**src/rtl/wb_stage.sv**
```systemverilog
// MEM/WB pipeline register, write-back select, 32-entry register file with
// write-through read bypass for the ID stage, and a retired-instruction counter.
module wb_stage #(
  parameter int DW = 32,
  parameter int AW = 5
) (
  input  logic          clk,
  input  logic          rst_n,
  input  logic          mem_valid,
  input  logic [DW-1:0] mem_dataout,
  input  logic [DW-1:0] mem_alu,
  input  logic [AW-1:0] mem_rd,
  input  logic          mem_wreg,
  input  logic          mem_m2reg,
  input  logic          stall,
  input  logic          flush,
  input  logic [AW-1:0] rs,
  input  logic [AW-1:0] rt,
  output logic [DW-1:0] qa,
  output logic [DW-1:0] qb,
  output logic [AW-1:0] wb_rd,
  output logic          wb_wen,
  output logic [DW-1:0] wb_data,
  output logic [31:0]   retire_cnt
);

  localparam int NREG = 1 << AW;

  // Handshake: mem_valid marks a real instruction in MEM; stall holds the
  // WB entry (no commit, no reload); flush loads a bubble, and takes
  // priority over stall, while the older WB entry still commits unless stalled.
  logic          v_q;
  logic          wreg_q;
  logic          m2reg_q;
  logic [AW-1:0] rd_q;
  logic [DW-1:0] mdata_q;
  logic [DW-1:0] alu_q;
  logic [31:0]   cnt_q;
  logic [DW-1:0] regs [NREG];
  logic          commit;
  logic          bypass_a;
  logic          bypass_b;

  always_ff @(posedge clk) begin
    if (!rst_n || flush) begin
      v_q     <= 1'b0;
      wreg_q  <= 1'b0;
      m2reg_q <= 1'b0;
      rd_q    <= '0;
      mdata_q <= '0;
      alu_q   <= '0;
    end else if (!stall) begin
      v_q     <= mem_valid;
      wreg_q  <= mem_wreg;
      m2reg_q <= mem_m2reg;
      rd_q    <= mem_rd;
      mdata_q <= mem_dataout;
      alu_q   <= mem_alu;
    end
  end

  assign wb_data = m2reg_q ? mdata_q : alu_q;
  assign wb_wen  = v_q & wreg_q & (rd_q != '0);
  assign wb_rd   = rd_q;
  assign commit  = rst_n & ~stall & v_q;

  // An entry writes exactly once, at the edge it leaves WB; wb_wen never
  // targets r0, so r0 stays at its reset value of zero.
  always_ff @(posedge clk) begin
    if (!rst_n) begin
      for (int i = 0; i < NREG; i++) regs[i] <= '0;
    end else if (commit && wb_wen) begin
      regs[rd_q] <= wb_data;
    end
  end

  always_ff @(posedge clk) begin
    if (!rst_n) cnt_q <= '0;
    else if (commit) cnt_q <= cnt_q + 32'd1;
  end

  assign retire_cnt = cnt_q;

  assign bypass_a = wb_wen & ~stall & (rs == rd_q);
  assign bypass_b = wb_wen & ~stall & (rt == rd_q);

  always_comb begin
    qa = '0;
    qb = '0;
    if (rs != '0) qa = bypass_a ? wb_data : regs[rs];
    if (rt != '0) qb = bypass_b ? wb_data : regs[rt];
  end

endmodule

```
**config.mk**
```make
export PLATFORM = sky130hd
export DESIGN_NAME = wb_stage
export DESIGN_NICKNAME = d
export VERILOG_FILES = /design/src/rtl/wb_stage.sv
export SDC_FILE = /design/constraint.sdc
export NUM_CORES = 2
export LEC_CHECK = 0
export BUFFER_PORTS_ARGS = -buffer_cell sky130_fd_sc_hd__buf_2
export CAP_MARGIN = 5
export CORE_MARGIN = 2
export CORE_UTILIZATION = 26
export DETAILED_ROUTE_END_ITERATION = 12
export GPL_TIMING_DRIVEN = 0
export PLACE_DENSITY = 0.38
export REMOVE_ABC_BUFFERS = 1
export SLEW_MARGIN = 25
export SYNTH_ARGS = -nofsm -noshare
export SYNTH_HDL_FRONTEND = slang
export SYNTH_SLANG_ARGS = --single-unit
```
**constraint.sdc**
```tcl
create_clock -name clk -period 6.4 [get_ports clk]
set_clock_uncertainty 0.15 [all_clocks]
set_input_delay 0.64 -clock clk [delete_from_list [all_inputs] [get_ports clk]]
set_output_delay 0.64 -clock clk [all_outputs]
set_load 0.01 [all_outputs]
```
# Word-level counts from Yosys, hierarchy flattened
# Memory sizes are Yosys's and may differ from the RTL's.
# Cells that the tools add are included.
word_totals:
  in_bits: 86
  ramBits: 1024
  mem_count: 1
  reg_bits: 104
  elab_cells: 38
  output_inout_bits: 134
op_classes:
  eq_ne: 2
  bitwise_logic: 8
  add_sub_neg: 1
  n_mux: 12
  reduce_logical: 7
memory_table:
  columns: ["name", "depth", "word_bits", "read_ports", "rd_ports_with_merged_regs", "wr", "line", "text"]
  rows:
  - ["regs", 32, 32, 2, 0, 32, "39", "logic [DW-1:0] regs [NREG];"]
op_table:
  columns: ["op", "n"]
  rows:
  - ["$mux 32", 6]
  - ["$add 32x1->32 const B", 1]
  - ["$reduce_or 32->1", 1]
  - ["$reduce_bool 5->1", 3]
  - ["$eq 5x5->1", 2]
  - ["$and 1x1->1", 7]
  - ["$mux 1", 5]
  - ["$mux 5", 1]
  - ["$logic_and 1x1->1", 1]
  - ["$logic_not 1->1", 1]
  - ["$logic_or 1x1->1", 1]
  - ["$not 1->1", 1]

# Depth between registers and ports, before layout
logic_depth:
  word_depth: 9
  ltp_mapped: 9
  ltp_nobuf: 5

# Worst setup path before layout
# Ideal clock, no wire load.
synth_timing:
  kind: "input-to-reg"
  startpoint: "input port stall"
  endpoint: "memory regs[20][0] (enable)"
  path_stages: 6
  t_arrival_ps: 2545
  setup_slack_ps: 3315
  setup_ps: 389
  path_buffers: 1
  t_required_ps: 5861
  cell_sequence: "and3b_1 > nand2_1 > nor3_1 > nand2_1 > clkbuf_1 > nand2_1"
synth_rtl:
  columns: ["element", "line", "text"]
  rows:
  - ["start, declared", "15", "input logic stall,"]
  - ["end, declared", "39", null]

# Final worst setup path
layout_timing:
  startpoint: "input port rs[1]"
  endpoint: "output port qa[22]"
layout_between:
  elab_chain_len: 4
  elab_cells_between_ends: 6
  cone_classes: "eq/ne (1); mux (2); bitwise (1); reduce/logical (1); memory (1)"
layout_lines:
  columns: ["element", "line", "text"]
  rows:
  - ["start, declared", "17", "input logic [AW-1:0] rs,"]
  - ["branches (longest 3 deep; another with $mem_v2 32x32)", null, null]
  - ["$mux 32 (*)", "90", "if (rs != '0) qa = bypass_a ? wb_data : regs[rs];"]
  - ["end, declared", "19", "output logic [DW-1:0] qa,"]
# Mark *: on every way between the ends.

==> impl_metrics.yaml <==
run_status:
  status: "finished clean"
placement:
  dpl.hpwl_mm: 147
  gp_congestion: 0.804
  placed_cells: 7205
  numPortBuffers: 219
timing:
  fin_crit_sh_pct: 92.5
  fmax_mhz: 169
  tns_ns: 0
  tightestPinTransition_ns: 1.23
  finalHoldViolCount: 0
  relSlewSlack_pct: 17.4
  final-max-slew-violation-count: 0
  setup_viol: 0
  period_needed_ns: 5.92
  rsz0062_at_grt: "false"
setup_path:
  required_ns: 5.61
  crit_fanout: 59
  startpoint_type: "input pin"
  cp-endpoint: "qa[22]"
  end_kind: "output pin"
  r2r_end: "regs[29][1]$_SDFFCE_PN0P_"
  worstRegToRegCells: 7
  r2r-start: "v_q$_SDFFE_PP0N_"
  cp-startpoint: "rs[1]"
  critPathArrivalTime_ns: 5.13
  r2r_slack_ns: 2.55
  crit_type: "input pin to output pin"
floorplan:
  start_util_pct: 26.1
  core-area_um2: 219000
  ios: 220
  die_y_um: 473
  die_x_um: 473
  rows: 172
  dieArea_um2: 224000
clock_network:
  clk_pin_slew_worst_paths_ns: 0.05
  ctsResizeCount: 0
  clock_sinks: 1128
  htreeDepth: 4
  cts_tree: "done"
  cts_root_buffer: "clkbuf_16"
  numCtsBuffers: 141
  cts_max_path_buffers: 3
  postCtsSetupRepairBufs: 0
  postCtsHoldBufs: 72
  clock_latency_ns: 0.77
synth:
  synth.avg_cell_area_um2: 13.1
  ys_top_cells_by_count: "nor2_1 (1,206), edfxtp_1 (1,024), mux4_2 (367)"
  synth-seq-cells: 1128
  synthFlopType: "edfxtp_1"
  synth_most_common_cell: "nor2_1"
  synth-seq-area-share_pct: 57.4
  synth_enable_flop_cells: 1024
  ys_types: 63
  synth_largest_area_cell: "edfxtp_1"
  synthTopCellsByArea: "edfxtp_1 (54%), mux4_2 (14%), nor2_1 (7.9%)"
  synthesis.area_um2: 57200
  async_flop_share_pct: 0
  yosysWarnings: 0
  synth_top_area_share_pct: 53.7
  synth_cells: 4360
global_route:
  grt_pass1_vias: 40100
  grt_start_max_net_pins: 64
  antenna_found_initial: 1
  grt_pass1_wl_mm: 321
  globalRouteOverflowTotal: 0
  grt.total_usage_pct: 20.3
route:
  wl_per_cell_um: 30.5
  num_vias: 39200
  vias_per_cell: 5.22
  drc: 0
  initialDrtViolationCount: 3184
  drt-total-wl_mm: 230
  ant_nets: 0
  dr.pass1.iters: 5
layout:
  drive_above_1_share_pct: 25.5
  area_delta_synth_final_pct: 21.6
  final_cells: 7520
  nets: 4636
pwr:
  p_total_uw: 18100
  peakVddDrop_mv: 0.263
  p_leak_uw: 0.0244
  p_per_area_nw_per_um2: 260
job:
  cap_violations: 0
hold_path:
  hp-class: "input pin to register"
  hp-start: "stall"
registers in the layout, summed over array words and instances, names as in the netlist:
register / count
wreg_q: 1
mdata_q: 32
retire_cnt: 32
alu_q: 32
wb_rd: 5
v_q: 1
regs: 1024
m2reg_q: 1
cell usage in the layout (no fill, tap or decap), drive strengths merged, types with 9 or more instances in the layout:
cell / netlist / layout
a21oi: 16 / 16
a221o: 54 / 54
a221oi: 13 / 13
a22oi: 16 / 16
a311oi: 55 / 55
a31oi: 9 / 9
buf: 160 / 399
clkbuf: 296 / 188
clkinv: 0 / 42
conb: 1 / 32
dfxtp: 104 / 104
dlygate4sd3: 0 / 72
edfxtp: 1024 / 1024
inv: 41 / 42
mux2: 108 / 108
mux2i: 305 / 305
mux4: 367 / 367
nand2: 89 / 89
nand3: 13 / 13
nor2: 1206 / 1206
nor3: 178 / 178
nor3b: 12 / 12
o221ai: 57 / 57
o22ai: 106 / 106
xnor2: 27 / 27
through the flow:
stage | utilization, % | area (um2) | worst slack (ns) | hold slack [ns]
after floorplan | - | 55100 | 0.437 | 0.313
after global placement | 27.3 | 59800 | -15.37 | 0.322
after detailed placement | 29.5 | 64600 | 0.535 | 0.329
after CTS | 31.7 | 69600 | 0.533 | 0.136
after global routing | 31.7 | 69600 | 0.476 | 0.186
final | 31.7 | 69600 | 0.478 | 0.182
per-layer routing:
| layer | global-route usage (%) | vias up | wire length [um] |
|---|---|---|---|
| met5 | 0 | - | 0 |
| met4 | 7.58 | 0 | 8710 |
| met3 | 2.49 | 327 | 10800 |
| met2 | 34.6 | 1222 | 114000 |
| met1 | 26.3 | 20800 | 96400 |
| li1 | - | 16900 | - |
logic make-up (layout without fill, tap and decap cells):
logic type	after synthesis	count (layout)	share of synthesized area [%]
other cells	1	34	0.00655
flops	1128	1128	57.4
xor+xnor	32	32	0.490
mux	780	780	21.9
fa+ha+maj	1	1	0.0219
simple gates	1552	1552	11.0
buf+inv	497	753	4.12
compound gates	369	369	5.04
report_power, final:
group / internal (uW) / switching, uW
logic: 822 / 1270
clock network: 4430 / 3240
registers: 8250 / 122
total: 13500 / 4630
worst min path at each step:
stage                                  endpoint  slack, ns  cells past startpoint
floorplan                 alu_q[0]$_SDFFE_PP0N_       0.31                      2
global placement    retire_cnt[30]$_SDFFE_PN0N_       0.32                      1
detailed placement  retire_cnt[30]$_SDFFE_PN0N_       0.33                      1
CTS                    mdata_q[11]$_SDFFE_PP0N_       0.14                      3
global route           mdata_q[24]$_SDFFE_PP0N_       0.19                      3
finish                    alu_q[8]$_SDFFE_PP0N_       0.18                      3
final cells by class:
cell class	count	area, um2
fill	21600	150000
antenna	2	5.00
timing repair buffer	471	5520
multi-input combinational	2766	23300
inverter	41	159
clock inverter	53	448
clock buffer	188	3780
tap	2871	3590
sequential	1128	32800
worst max-delay path, stage by stage:
cell	delay (ns)
buf_8	0.40
buf_16	0.35
buf_16	0.35
nor3_2	0.15
buf_4	0.25
buf_4	0.20
buf_4	0.19
a221o_1	0.33
nor3_1	0.62
nor3_1	0.13
a311oi_1	0.98
buf_2	0.29
Note: power is estimated with default switching activity, not from simulation.
